$ cat config.mk
export PLATFORM = sky130hd
export DESIGN_NAME = audio_transport_ctrl
export DESIGN_NICKNAME = d
export VERILOG_FILES = /design/src/rtl/audio_transport_ctrl.sv
export SDC_FILE = /design/constraint.sdc
export NUM_CORES = 1
export LEC_CHECK = 0
export ABC_AREA = 1
export CAP_MARGIN = 10
export CORE_ASPECT_RATIO = 1.2
export CORE_UTILIZATION = 57
export DETAILED_ROUTE_END_ITERATION = 10
export PLACE_DENSITY_LB_ADDON = 0.08
export SKIP_CTS_REPAIR_TIMING = 1
export SLEW_MARGIN = 10
export SYNTH_ARGS = -nofsm -noshare
export SYNTH_HDL_FRONTEND = slang
export SYNTH_SLANG_ARGS = --single-unit
$ cat constraint.sdc
create_clock -name i_clk -period 5.7 [get_ports i_clk]
set_input_delay 0.57 -clock i_clk [delete_from_list [all_inputs] [get_ports i_clk]]
set_output_delay 0.57 -clock i_clk [all_outputs]
set_load 0.02 [all_outputs]
$ cat src/rtl/audio_transport_ctrl.sv
// Record/play transport: codec init, SRAM addressing, variable speed, timer.
// Define LOOP_PLAY_EN to wrap playback at end of recording instead of stopping.
module audio_transport_ctrl #(
   parameter int ADDR_W        = 20,
   parameter int MAX_SPEED     = 8,
   parameter int SPD_W         = 4,
   parameter int TICKS_PER_SEC = 32000,
   parameter int TIMER_W       = 5
) (
   input  logic               i_clk,
   input  logic               i_rst,
   input  logic               i_key_start,
   input  logic               i_key_stop,
   input  logic               i_key_up,
   input  logic               i_key_down,
   input  logic               i_mode,
   input  logic               i_init_done,
   input  logic               i_sample_tick,
   output logic               o_init_start,
   output logic               o_we,
   output logic               o_re,
   output logic [ADDR_W-1:0]  o_addr,
   output logic [ADDR_W-1:0]  o_max_addr,
   output logic [2:0]         o_state,
   output logic [1:0]         o_speed_mode,
   output logic [SPD_W-1:0]   o_speed,
   output logic [TIMER_W-1:0] o_sec
);
   typedef enum logic [2:0] {
      S_INIT  = 3'd0,
      S_IDLE  = 3'd1,
      S_REC   = 3'd2,
      S_PLAY  = 3'd3,
      S_PAUSE = 3'd4
   } state_e;

   localparam int CNT_W = (TICKS_PER_SEC > 1) ? $clog2(TICKS_PER_SEC) : 1;
   localparam int AW1   = ADDR_W + 1;
   localparam logic [1:0] SM_NORM = 2'd0;
   localparam logic [1:0] SM_FAST = 2'd1;
   localparam logic [1:0] SM_SLOW = 2'd2;
   localparam logic [SPD_W-1:0] SPD_ONE = SPD_W'(1);
   localparam logic [SPD_W-1:0] SPD_TWO = SPD_W'(2);
   localparam logic [SPD_W-1:0] SPD_MAX = SPD_W'(MAX_SPEED);
   localparam logic [ADDR_W-1:0] ADDR_LAST = '1;
   localparam logic [CNT_W-1:0] TCNT_LAST = CNT_W'(TICKS_PER_SEC - 1);

   state_e             state_q, state_d;
   logic               play_q, play_d;
   logic               init_q, init_d;
   logic               we_q, we_d;
   logic               re_q, re_d;
   logic [ADDR_W-1:0]  addr_q, addr_d;
   logic [ADDR_W-1:0]  max_q, max_d;
   logic [1:0]         smode_q, smode_d;
   logic [SPD_W-1:0]   spd_q, spd_d;
   logic [SPD_W-1:0]   hold_q, hold_d;
   logic [CNT_W-1:0]   tcnt_q, tcnt_d;
   logic [TIMER_W-1:0] sec_q, sec_d;

   logic [1:0]       up_mode, dn_mode;
   logic [SPD_W-1:0] up_spd, dn_spd;
   logic [AW1-1:0]   step, nxt;
   logic             adv, count, spd_ok;

   always_ff @(posedge i_clk) begin
      if (i_rst) begin
         state_q <= S_INIT;
         play_q  <= 1'b0;
         init_q  <= 1'b1;
         we_q    <= 1'b0;
         re_q    <= 1'b0;
         addr_q  <= '0;
         max_q   <= '0;
         smode_q <= SM_NORM;
         spd_q   <= SPD_ONE;
         hold_q  <= '0;
         tcnt_q  <= '0;
         sec_q   <= '0;
      end else begin
         state_q <= state_d;
         play_q  <= play_d;
         init_q  <= init_d;
         we_q    <= we_d;
         re_q    <= re_d;
         addr_q  <= addr_d;
         max_q   <= max_d;
         smode_q <= smode_d;
         spd_q   <= spd_d;
         hold_q  <= hold_d;
         tcnt_q  <= tcnt_d;
         sec_q   <= sec_d;
      end
   end

   // Speed key targets and the playback step for the current speed setting
   always_comb begin
      up_mode = smode_q;
      up_spd  = spd_q;
      dn_mode = smode_q;
      dn_spd  = spd_q;
      case (smode_q)
         SM_FAST: begin
            if (spd_q < SPD_MAX) up_spd = spd_q + 1'b1;
            if (spd_q <= SPD_TWO) begin
               dn_mode = SM_NORM;
               dn_spd  = SPD_ONE;
            end else begin
               dn_spd = spd_q - 1'b1;
            end
         end
         SM_SLOW: begin
            if (spd_q < SPD_MAX) dn_spd = spd_q + 1'b1;
            if (spd_q <= SPD_TWO) begin
               up_mode = SM_NORM;
               up_spd  = SPD_ONE;
            end else begin
               up_spd = spd_q - 1'b1;
            end
         end
         default: begin
            up_mode = SM_FAST;
            up_spd  = SPD_TWO;
            dn_mode = SM_SLOW;
            dn_spd  = SPD_TWO;
         end
      endcase
      adv  = 1'b1;
      step = AW1'(1);
      if (smode_q == SM_FAST) begin
         step = AW1'(spd_q);
      end else if (smode_q == SM_SLOW) begin
         adv  = (hold_q == spd_q - SPD_ONE);
         step = adv ? AW1'(1) : '0;
      end
      nxt = {1'b0, addr_q} + step;
   end

   always_comb begin
      state_d = state_q;
      play_d  = play_q;
      init_d  = init_q;
      we_d    = 1'b0;
      re_d    = 1'b0;
      addr_d  = addr_q;
      max_d   = max_q;
      smode_d = smode_q;
      spd_d   = spd_q;
      hold_d  = hold_q;
      tcnt_d  = tcnt_q;
      sec_d   = sec_q;
      count   = 1'b0;
      spd_ok  = 1'b0;
      unique case (state_q)
         S_INIT: begin
            if (i_init_done) begin
               state_d = S_IDLE;
               init_d  = 1'b0;
            end
         end
         S_IDLE: begin
            if (i_key_stop) begin
               addr_d  = '0;
               smode_d = SM_NORM;
               spd_d   = SPD_ONE;
               hold_d  = '0;
            end else if (i_key_start) begin
               if (!i_mode || max_q != '0) begin
                  state_d = i_mode ? S_PLAY : S_REC;
                  play_d  = i_mode;
                  addr_d  = '0;
                  hold_d  = '0;
                  tcnt_d  = '0;
                  sec_d   = '0;
                  if (!i_mode) max_d = '0;
               end
            end else begin
               spd_ok = 1'b1;
            end
         end
         S_REC: begin
            smode_d = SM_NORM;
            spd_d   = SPD_ONE;
            if (i_key_stop) begin
               state_d = S_IDLE;
               addr_d  = '0;
            end else begin
               if (i_sample_tick && !i_key_start) begin
                  we_d  = 1'b1;
                  max_d = addr_q;
                  count = 1'b1;
               end
               if (we_q) addr_d = addr_q + 1'b1;
               if (we_q && addr_q == ADDR_LAST) state_d = S_IDLE;
               else if (i_key_start) state_d = S_PAUSE;
            end
         end
         S_PLAY: begin
            if (i_key_stop) begin
               state_d = S_IDLE;
               addr_d  = '0;
               smode_d = SM_NORM;
               spd_d   = SPD_ONE;
               hold_d  = '0;
            end else begin
               if (i_sample_tick && !i_key_start) begin
                  re_d  = 1'b1;
                  count = 1'b1;
               end
               if (re_q) begin
                  if (nxt > {1'b0, max_q}) begin
                     addr_d = '0;
                     hold_d = '0;
`ifndef LOOP_PLAY_EN
                     state_d = S_IDLE;
`endif
                  end else begin
                     addr_d = nxt[ADDR_W-1:0];
                     hold_d = adv ? '0 : hold_q + 1'b1;
                  end
               end
               if (i_key_start) begin
                  if (state_d == S_PLAY) state_d = S_PAUSE;
               end else begin
                  spd_ok = 1'b1;
               end
            end
         end
         S_PAUSE: begin
            if (i_key_stop) begin
               state_d = S_IDLE;
               addr_d  = '0;
               smode_d = SM_NORM;
               spd_d   = SPD_ONE;
               hold_d  = '0;
            end else if (i_key_start) begin
               state_d = play_q ? S_PLAY : S_REC;
            end else begin
               spd_ok = 1'b1;
            end
         end
         default: state_d = S_INIT;
      endcase
      if (spd_ok && i_key_up) begin
         smode_d = up_mode;
         spd_d   = up_spd;
         hold_d  = '0;
      end else if (spd_ok && i_key_down) begin
         smode_d = dn_mode;
         spd_d   = dn_spd;
         hold_d  = '0;
      end
      if (count) begin
         if (tcnt_q == TCNT_LAST) begin
            tcnt_d = '0;
            if (sec_q != '1) sec_d = sec_q + 1'b1;
         end else begin
            tcnt_d = tcnt_q + 1'b1;
         end
      end
   end

   assign o_init_start = init_q;
   assign o_we         = we_q;
   assign o_re         = re_q;
   assign o_addr       = addr_q;
   assign o_max_addr   = max_q;
   assign o_state      = state_q;
   assign o_speed_mode = smode_q;
   assign o_speed      = spd_q;
   assign o_sec        = sec_q;
endmodule

## Word-level counts from Yosys, hierarchy flattened

Index checks and enable logic that the tools add are counted.

- Order comparisons: 3
- Add/subtract/negate cells: 7
- Bitwise operators: 3
- Reduce and logical (&&, ||, !) cells: 30
- Multiplexer cells: 84
- Equality and inequality tests: 29

Operator list:

| kind | count |
|---|---|
| $mux 20 | 15 |
| $mux 15 | 6 |
| $pmux 20 s4 | 1 |
| $mux 4 | 14 |
| $mux 3 | 16 |
| $pmux 20 s2 | 1 |
| $mux 5 | 7 |
| $pmux 4 s2 | 3 |
| $add 20x21->21 | 1 |
| $gt 21x20->1 | 1 |
| $add 20x1->20 const B | 1 |
| $eq 20x20->1 const B | 1 |
| $reduce_bool 20->1 | 1 |
| $ne 2x2->1 const B | 9 |
| $ne 3x3->1 const B | 6 |
| $add 15x1->15 const B | 1 |
| $eq 15x15->1 const B | 1 |
| $pmux 3 s5 | 1 |
| $mux 1 | 12 |
| $pmux 2 s2 | 3 |
| $pmux 4 s3 | 1 |
| $reduce_and 4->1 | 3 |
| $reduce_and 6->1 | 2 |
| $eq 3x2->1 const B | 3 |
| 28 further kinds | 46 |

- Word-level logic and storage cells: 168
- Input port bits: 9
- Flip-flop bits (word level): 77
- Output and inout port bits: 57

## Depth between registers and ports, before layout

- Depth after elaboration: 16
- Gate-level depth with buffers: 35
- Mapped depth without buffers: 35

## Worst setup path before layout

No wires, ideal clock.

- Kind: register to register
- Start: register spd_q[0] (netlist: o_speed[0])
- End: register addr_q[14] (netlist: o_addr[14])
- Setup slack: 1553 ps
- Period minus slack after synthesis: 4147 ps
- Cell stages (with the launch flop): 31
- Arrival time: 4079 ps
- Data required time: 5632 ps
- Setup time: 68 ps
- Cell sequence: dfxtp_1 > inv_1 > ha_1 > xnor2_1 > xnor2_1 > nor2_1 > nand3b_1 > nand3_1 > o21a_1 > ha_1 > inv_1 > fa_1 > inv_1 > nand2_1 > nand2_1 > nand3_1 > nor3_1 > xor2_1 > inv_1 > ha_1 > nand2_1 > inv_1 > nand2_1 > nand3b_1 > a21oi_2 > nand3_1 > nand2_2 > nand2_2 > o21ai_0 > nand2_1 > a21oi_2

- Cells in the longest elaborated chain, start to end: 11

RTL lines:

| what | RTL line | source |
|---|---|---|
| from (decl) | 56 | `logic [SPD_W-1:0] spd_q, spd_d;` |
| from (signal assigned) | 89 | `spd_q <= spd_d;` |
| $sub 4x1->4 | 133 | `adv = (hold_q == spd_q - SPD_ONE);` |
| $eq 4x4->1 | 133 |  |
| $mux 1 | 134 | `step = adv ? AW1'(1) : '0;` |
| $mux 1 | 132 | `end else if (smode_q == SM_SLOW) begin` |
| $mux 4 (*) | 130 | `if (smode_q == SM_FAST) begin` |
| $add 20x21->21 (*) | 136 | `nxt = {1'b0, addr_q} + step;` |
| $gt 21x20->1 | 211 | `if (nxt > {1'b0, max_q}) begin` |
| $mux 20 (*) | 211 |  |
| $mux 20 (*) | 210 | `if (re_q) begin` |
| $mux 20 (*) | 199 | `if (i_key_stop) begin` |
| $pmux 20 s4 (*) | 154 | `unique case (state_q)` |
| to (signal assigned) | 86 | `addr_q <= addr_d;` |
| to (decl) | 53 | `logic [ADDR_W-1:0] addr_q, addr_d;` |

Mark *: on every way between the ends. The rest lies on a longest branch, timed or not. The select of a mux whose other input is x is not followed.
A chain may end at the register's enable or synchronous reset.

## Final worst setup path

- Start: register spd_q[0] (netlist: o_speed[0])
- End: register addr_q[16] (netlist: o_addr[16])

Same word-level chain as after synthesis.

==> results.toml <==
[die]
start_util_pct = 59.3
die_x_um = 93.3
dieArea_um2 = 10400
core.rowCount = 39
ios = 66
die_y_um = 112
core_area_um2 = 9610

[clock_network]
cts.sinks = 77
clkSlewWorstSetupHoldPaths_ps = 70
clk_latency_ps = 340
cts_tree = "built"
root_buffer = "clkbuf_16"
htreeDepth = 3
cts_buffers = 9
cts_buffer_depth = 2

[pwr]
total_power_mw = 2.40
irDropWorstVdd_uv = 215
p_leak_nw = 2.78
pwr_density_cell_nw_per_um2 = 361

[layout]
register_area_um2 = 1540
antenna_cells = 0
instances_no_fill = 1026
multi_input_area_um2 = 3500
fill_cells = 868
drive_above_1_share_pct = 8.86
nNetsFinal = 943
syn_to_final_growth_pct = 16.4

[synth]
ys_warn_count = 0
yosys.cell_types.count = 44
ys_ff_latch = 77
synth_top_area_share_pct = 27.1
ys.flop_type = "dfxtp_1"
synthArstFlopShare_pct = 0
synthTopCellsByArea = "dfxtp_1 27%, nand2_1 13%, ha_1 7.7%"
synth_fp_nets = 897
yosys.area.top_type = "dfxtp_1"
synth_common_cells = "191 x nand2_1, 110 x inv_1, 81 x a21oi_1, 77 x dfxtp_1, 63 x nor2_1"
syn_avg_cell_area_um2 = 6.69
synth_most_common_cell = "nand2_1"
yosysSeqAreaShare_pct = 27.1
synth_edf_count = 0
synth_area_um2 = 5700
synth_cells = 852

[global_routing]
use_met3_pct = 5.53
use_met1_pct = 38.5
use_met2_pct = 54.9
busiest_layer = "met2"
grt_pass1_vias = 5744
grt_use_total_pct = 31.9
grt_pass1_wl_mm = 26.6
grt_max_degree = 63
overflow = 0
antenna_found_initial = 0

[critical_path]
start_kind = "flop"
path_class = "reg -> reg"
end_kind = "flop"
critical_path_arrival_ps = 5450
slowest_delay_ps = 440
worst_path_max_delay_cell = "dfxtp_1"
crit_path_max_fanout = 13
worstPathRequired_ps = 5970
r2r_cells = 30

[timing]
hold_slack_ps = 447
slew-limit-headroom_pct = 34.7
hold_viol_final = 0
clock.fmax_mhz = 193
finalMaxSlewViolations = 0
finalCriticalPeriod_ps = 5180
grt_setup_unrepaired = "no"
finalCritPeriodShare_pct = 90.9
finalSetupViolations = 0
tns_ps = 0
finClkSkew_ps = 8.59
tightest_slew_ps = 975
layout_setup_ws_ps = 517

[drt]
dr.pass1.iters = 5
dr_total_vias = 5911
drt_iter0_drc = 356
drt-total-wl_mm = 15.8
route.detailed.drc = 0
via_per_inst = 5.76
routedWlPerCell_um = 15.4
drtAntennaViolNets = 0

[outcome]
status = "finished, final reports clean"

[placement]
place.gp.congestion = 1.03
hpwl_mm = 11.5
io_buffers = 65
dp_cells = 1010
place_ws_ps = 727

[hold_path]
min_path_cells = 2
hp-class = "reg -> reg"

[run]
max_cap_violations = 0
-- critical path: cells and delay by family, from the launching register on --
kind | cells | cell delay [ps]
simple gates | 14 | 1880
fa+ha+maj | 4 | 1090
compound gates | 4 | 700
xor+xnor | 3 | 550
flops | 1 | 440
buf+inv | 5 | 430
-- power breakdown --
part           internal (mW)  switching, mW
Combinational          0.399          0.730
Sequential             0.620         0.0611
Clock                  0.343          0.242
-- cell usage in the layout (no fill, tap or decap), drive strengths merged --
cell and n:
nand3 67, nor3 15, and2 1, o21ai 38
a22oi 2, xnor2 6, nand4 18, dfxtp 77
a221oi 1, buf 3, nand3b 9, bufinv 1
o21a 4, clkbuf 10, o211a 1, a21oi 83
o31ai 6, clkdlybuf4s50 64, inv 126, xor2 23
nor2 77, and3 1, o221ai 2, nand2 197
a31oi 1, o21bai 2, o211ai 3, nor4 2
fa 1, ha 35, o2bb2ai 1, clkinv 5
a211oi 21
-- path summary, 6_finish.rpt --
kind                start      endpoint  slack [ps]
min reg2reg  o_init_start  o_init_start         450
max            o_speed[0]    o_addr[16]         520
min          o_init_start  o_init_start         450
max reg2reg    o_speed[0]    o_addr[16]         520
-- stage by stage --
stage / area, um^2 / util, %
finish: 6630 / 69.0
global route: 6630 / 69.0
CTS: 6630 / 69.0
detailed placement: 6330 / 65.9
global placement: 6330 / 65.9
floorplan: 5700 / -
-- layer usage --
metal	up-vias	wire length, um
li1	2895	-
met1	2768	6920
met2	207	7700
met3	41	784
met4	0	422
met5	-	0
-- registers in the layout, indices dropped and copies added (netlist names) --
signal / flops
hold_q: 4
o_addr: 20
o_init_start: 1
o_max_addr: 20
o_re: 1
o_sec: 5
o_speed: 4
o_speed_mode: 2
o_state: 3
o_we: 1
play_q: 1
tcnt_q: 15
-- cell type report --
type                            instances  area share, %
Sequential cell                        77           23.2
Clock inverter                          6           1.06
Clock buffer                           10           3.45
Multi-Input combinational cell        617           52.8
Inverter                              126           7.13
Tap cell                              123           2.32
Timing Repair Buffer                   67           9.96
-- cell families (layout without fill, tap and decap cells) --
group,Yosys count,after routing,share of synthesized area (%)
xor gates and xnor gates,29,29,4.46
DFF,77,77,27.1
buffers and inverters,158,209,11.5
AOI/OAI and AO/OA,165,165,18.4
and+or+nand+nor,387,387,30.6
adders and majority gates,36,36,8.04
Note: power is estimated with default switching activity, not from simulation.
